### src/rtl/lifo_ser_pkg.sv
// lifo_ser_pkg: state encoding and sizing constants for lifo_serializer (PAR exists only with LIFO_SER_PARITY_EN)
package lifo_ser_pkg;
  localparam int DEF_CLKS_PER_BIT = 4;
  localparam int CNT_W = 16;
  typedef enum logic [2:0] {
    IDLE  = 3'd0,
    POP   = 3'd1,
    LOAD  = 3'd2,
    START = 3'd3,
    DATA  = 3'd4,
`ifdef LIFO_SER_PARITY_EN
    PAR   = 3'd5,
`endif
    STOP  = 3'd6
  } state_t;
endpackage

### src/rtl/lifo_serializer_baud_tick.sv
// baud_tick: down-counter reloaded to one bit period, ticking when it reaches zero
module baud_tick
  import lifo_ser_pkg::*;
#(
  parameter int CLKS_PER_BIT = DEF_CLKS_PER_BIT
) (
  input  logic             clk,
  input  logic             rstn,
  input  logic             load,
  output logic [CNT_W-1:0] cnt,
  output logic             tick
);
  // reload on request, otherwise count down and rest at zero
  always_ff @(posedge clk or negedge rstn)
    if (!rstn) cnt <= '0;
    else if (load) cnt <= CNT_W'(CLKS_PER_BIT - 1);
    else if (cnt != '0) cnt <= cnt - CNT_W'(1);
  assign tick = cnt == '0;
endmodule

### src/rtl/lifo_serializer.sv
// lifo_serializer: pops LIFO words and sends them as start/data/stop frames; LIFO_SER_PARITY_EN adds an even-parity bit
module lifo_serializer
  import lifo_ser_pkg::*;
#(
  parameter int CLKS_PER_BIT = DEF_CLKS_PER_BIT,
  parameter int DATA_W = 8
) (
  input  logic              clk,
  input  logic              rstn,
  input  logic              en,
  input  logic              empty,
  input  logic [DATA_W-1:0] lifo_dout,
  output logic              re,
  output logic              tx,
  output logic              busy,
  output logic              frame_done
);
  localparam int IDX_W = DATA_W > 1 ? $clog2(DATA_W) : 1;
`ifdef LIFO_SER_PARITY_EN
  localparam state_t AFTER_DATA = PAR;
`else
  localparam state_t AFTER_DATA = STOP;
`endif
  state_t state, state_d;
  logic [DATA_W-1:0] sh, sh_d;
  logic [IDX_W-1:0] idx, idx_d;
  logic [CNT_W-1:0] cnt;
  logic tick, load, armed, tx_d, last;
  baud_tick #(.CLKS_PER_BIT(CLKS_PER_BIT)) u_baud (.clk, .rstn, .load, .cnt, .tick);
  assign last = idx == IDX_W'(DATA_W - 1);
  // next state, bit index, shift capture and the line level of the coming cycle
  always_comb begin
    state_d = state;
    idx_d = idx;
    sh_d = state == LOAD ? lifo_dout : sh;
    load = 1'b0;
    case (state)
      IDLE: if (armed && en && !empty) state_d = POP;
      POP: state_d = LOAD;
      LOAD: begin
        state_d = START;
        load = 1'b1;
      end
      START: if (tick) begin
        state_d = DATA;
        idx_d = '0;
        load = 1'b1;
      end
      DATA: if (tick) begin
        load = 1'b1;
        if (last) state_d = AFTER_DATA;
        else idx_d = idx + IDX_W'(1);
      end
`ifdef LIFO_SER_PARITY_EN
      PAR: if (tick) begin
        state_d = STOP;
        load = 1'b1;
      end
`endif
      STOP: if (tick) state_d = IDLE;
      default: state_d = IDLE;
    endcase
`ifdef LIFO_SER_PARITY_EN
    tx_d = state_d == START ? 1'b0 : state_d == DATA ? sh_d[idx_d] : state_d == PAR ? ^sh_d : 1'b1;
`else
    tx_d = state_d == START ? 1'b0 : state_d == DATA ? sh_d[idx_d] : 1'b1;
`endif
  end
  // state and registered outputs; armed delays the first pop to the second edge after reset
  always_ff @(posedge clk or negedge rstn)
    if (!rstn) begin
      state <= IDLE;
      sh <= '0;
      idx <= '0;
      armed <= 1'b0;
      tx <= 1'b1;
      re <= 1'b0;
      busy <= 1'b0;
      frame_done <= 1'b0;
    end else begin
      state <= state_d;
      sh <= sh_d;
      idx <= idx_d;
      armed <= 1'b1;
      tx <= tx_d;
      re <= state_d == POP;
      busy <= state_d != IDLE;
      frame_done <= state == STOP && cnt == CNT_W'(1);
    end
endmodule

### config.mk
export PLATFORM = sky130hd
export DESIGN_NAME = lifo_serializer
export DESIGN_NICKNAME = d
export VERILOG_FILES = /design/src/rtl/lifo_ser_pkg.sv /design/src/rtl/lifo_serializer_baud_tick.sv /design/src/rtl/lifo_serializer.sv
export SDC_FILE = /design/constraint.sdc
export NUM_CORES = 1
export LEC_CHECK = 0
export CORE_MARGIN = 4
export CORE_UTILIZATION = 55
export CTS_CLUSTER_DIAMETER = 200
export DETAILED_ROUTE_END_ITERATION = 7
export PLACE_DENSITY = 0.77
export SLEW_MARGIN = 20
export SYNTH_ARGS = -nofsm -noshare
export SYNTH_HDL_FRONTEND = slang
export SYNTH_SLANG_ARGS = --single-unit
export TNS_END_PERCENT = 10
### constraint.sdc
create_clock -name clk -period 3.3 [get_ports clk]
set_input_delay 0.66 -clock clk [delete_from_list [all_inputs] [get_ports clk]]
set_output_delay 0.66 -clock clk [all_outputs]
set_load 0.02 [all_outputs]
==> flow_summary_export.csv <==
group,metric,value,unit
status,run_status,"finished clean",
layout,nets,203,
sta,setup_violations,0,
layout,antenna_cells,0,
pwr,p_per_area,726.1,nW/um2
pwr,combPwrFrac,36.4,%
sta,setup_tns,0,ns
route,wl_per_cell,15.16,um
place,gp_congestion,0.7727,
worst_setup_path,rr_startpoint,"u_baud.cnt[2]",
yosys,ys_ff_latch,35,
clocking,cts_tree,"yes",
worst_setup_path,setup.worst_path.start,"u_baud.cnt[2]",
sta,worst_pin_slew,1.043,ns
route,vias,1326,
floorplanning,io_pins,16,
place,hpwl,2587,um
clocking,cts_buffers,5,
clocking,ctsResizeCount,0,
clocking,cts_root_buffer,"clkbuf_4",
yosys,netlist_instances,171,
clocking,cts.path.max_buffers,2,
sta,skew,0.002342,ns
worst_setup_path,endpoint_kind,"flop",
clocking,post_cts_buffers,0,
route,vias_per_cell,5.716,
pwr,ir_worst_vdd,0.3427,mV
clocking,insertion_delay,0.33,ns
yosys,ys_warn_count,0,
worst_setup_path,arrival,3.03,ns
worst_setup_path,worstSetupPathType,"flop to flop",
sta,finalCriticalPeriod,2.845,ns
layout,mostFrequentLayoutCell,"dfrtp_1",
global_routing,grt_use_total,19.38,%
worst_setup_path,worst-path-buf-inv,0,
clocking,cts.sink_count,35,
worst_setup_path,crit_path_start_kind,"flop",
sta,slew_violations,0,
yosys,seq_area_frac_synth,49.26,%
job,max_cap_viol_count,0,
route,first_pass_iters,4,
layout,utilization,65.57,%
worst_setup_path,worstPathRequired,3.48,ns
global_routing,gr-total-overflow,0,
sta,finalHoldViolCount,0,
layout,area_growth_syn_to_layout,13.35,%
place,port_buffers,15,
layout,final_cell_mix,"dfrtp_1, nor2_1, clkdlybuf4s50_1",
layout,n_fill_cell,252,
sta,period_share,86.22,%
sta,rsz0062_at_grt,"false",
floorplanning,die_area,4211,um2
floorplanning,row_count,20,
route,drc,0,
route,finalWirelength,3517,um
global_routing,grt_pass1_wl,6210,um
floorplanning,die_w,64.90,um
sta,max-slew-margin-rel,29.98,%
sta,hold_ws,0.5077,ns
yosys,synth_nets,186,
floorplanning,die_h,64.90,um
yosys,syn-cell-area,1780,um2
layout,drive_above_1_share,14.89,%
pwr,clkPwrFrac,16.0,%
pwr,switching_power,0.0005414,W
yosys,yosys.cell_types.count,49,
route,ant_nets,0,
global_routing,grt_pass1_vias,1408,
worst_setup_path,crit_chain,"or3_4 > or4_4 > nor2_4 > nand2_1 > o21ai_1 > nor2_1",
route,drt_iter0_markers,56,
worst_setup_path,cpMaxStageDelayCell,"o21ai_1",
pwr,p_leak,0.8478,nW
clocking,hold_buffers,0,
clocking,htreeDepth,2,
global_routing,grt_max_degree,36,
clocking,clk_pin_slew,0.10,ns
min_path,hold_start,"sh[1]",
floorplanning,coreArea,3078,um2
pwr,p_sw_share,36.95,%
worst_setup_path,cp_max_fo,16,
worst_setup_path,cpPeakStageDelay,0.83,ns
floorplanning,initial_core_util,57.85,%
yosys,postSynthAreaPerCell,10.41,um2
sta,fmax,351.5,MHz
pwr,intPower,0.0009240,W
pwr,seqPwrFrac,47.6,%
worst_setup_path,path_delay_family,"simple AND/OR/NAND/NOR gates",
min_path,hold_path.class,"flop to flop",
global_routing,grt_antenna_before_repair,0,
==> path summary, 6_finish.rpt <==
path                                       end  slack [ns]  cells after the start
worst max-delay path            u_baud.cnt[13]        0.45                      6
worst min-delay path                     sh[1]        0.51                      1
worst max register to register  u_baud.cnt[13]        0.45                      6
worst min register to register           sh[1]        0.51                      1
max in group asynchronous                   tx        2.24                      2
min in group asynchronous       u_baud.cnt[10]        0.72                      2
==> power by group through the flow <==
| stage | Sequential, W | Clock [W] | Combinational [W] |
|---|---|---|---|
| after floorplan | 0.000667 | 0 | 0.000437 |
| after global placement | 0.000688 | 0 | 0.000508 |
| after detailed placement | 0.000704 | 0 | 0.000535 |
| after CTS | 0.000698 | 0.000240 | 0.000538 |
| after global routing | 0.000724 | 0.000259 | 0.000606 |
| final | 0.000698 | 0.000234 | 0.000533 |
==> sequential cells by signal (all words and copies together), names as in the netlist <==
signal	cells
frame_done	1
armed	1
busy	1
re	1
state	3
sh	8
tx	1
u_baud.cnt	16
idx	3
==> synth_stat cells, drive strengths merged <==
library cell	number	area, um2
or2	1	6.260
nor4	6	43.79
a31oi	1	6.260
nor2	26	105.1
a41oi	1	8.760
and3	1	6.260
or4	3	26.27
xnor2	9	78.83
a211oi	2	15.01
nor3	5	25.02
mux2i	2	20.02
ha	3	37.54
xor2	4	35.03
nand3	3	15.01
a21o	1	7.510
clkbuf	4	15.01
dfstp	1	26.28
a22oi	2	15.01
o21ai	2	10.00
dfrtp	34	850.8
and2	1	6.260
or2b	1	7.510
nand3b	1	7.510
a21oi	5	36.29
or3	4	31.28
a41o	1	11.26
a211o	1	8.760
nand2b	3	18.77
o22a	1	8.760
conb	1	3.750
o32ai	1	8.760
mux2	10	112.6
o31a	1	8.760
o41ai	3	33.79
buf	2	16.26
nand2	13	48.80
nand4	3	18.77
o31ai	1	7.510
nor2b	2	12.51
inv	5	18.77
==> final cells by class <==
class | instances | area [um2] | share of cell area (%)
clock inverter | 1 | 5.005 | 0.2480
clock buffer | 6 | 51.30 | 2.542
multi-input combinational | 125 | 853.3 | 42.28
sequential | 35 | 877.1 | 43.46
tap | 44 | 55.05 | 2.728
timing repair buffer | 16 | 157.7 | 7.812
inverter | 5 | 18.77 | 0.9299
==> metal layers <==
layer,global-route usage [%],routed length (um),up-vias
li1,-,-,640
met1,22.45,1453,645
met2,33.08,1811,29
met3,5.199,150,12
met4,9.235,102,0
met5,0,0,-
==> metrics by stage <==
stage               cell area (um2)  total power (W)  worst slack [ns]  instances
finish                         2018         0.001465            0.4549        232
global route                   2018         0.001589            0.1842        232
CTS                            2018         0.001475            0.4049        232
detailed placement             1962         0.001239            0.4163        225
global placement               1962         0.001196            0.5481        225
floorplan                      1780         0.001103            0.7622        171
==> kinds of logic (layout without fill, tap and decap cells) <==
group	Yosys count	after routing	synth area share (%)
AO/OA/AOI/OAI	23	23	10.47
adder cells (fa/ha/maj)	3	3	2.108
other	1	1	0.2106
XOR/XNOR	13	13	6.395
flip-flops	35	35	49.26
multiplexers	12	12	7.449
buffers and inverters	11	28	2.811
AND/OR/NAND/NOR	73	73	21.29
No activity file was read; power rests on OpenSTA's default activity.
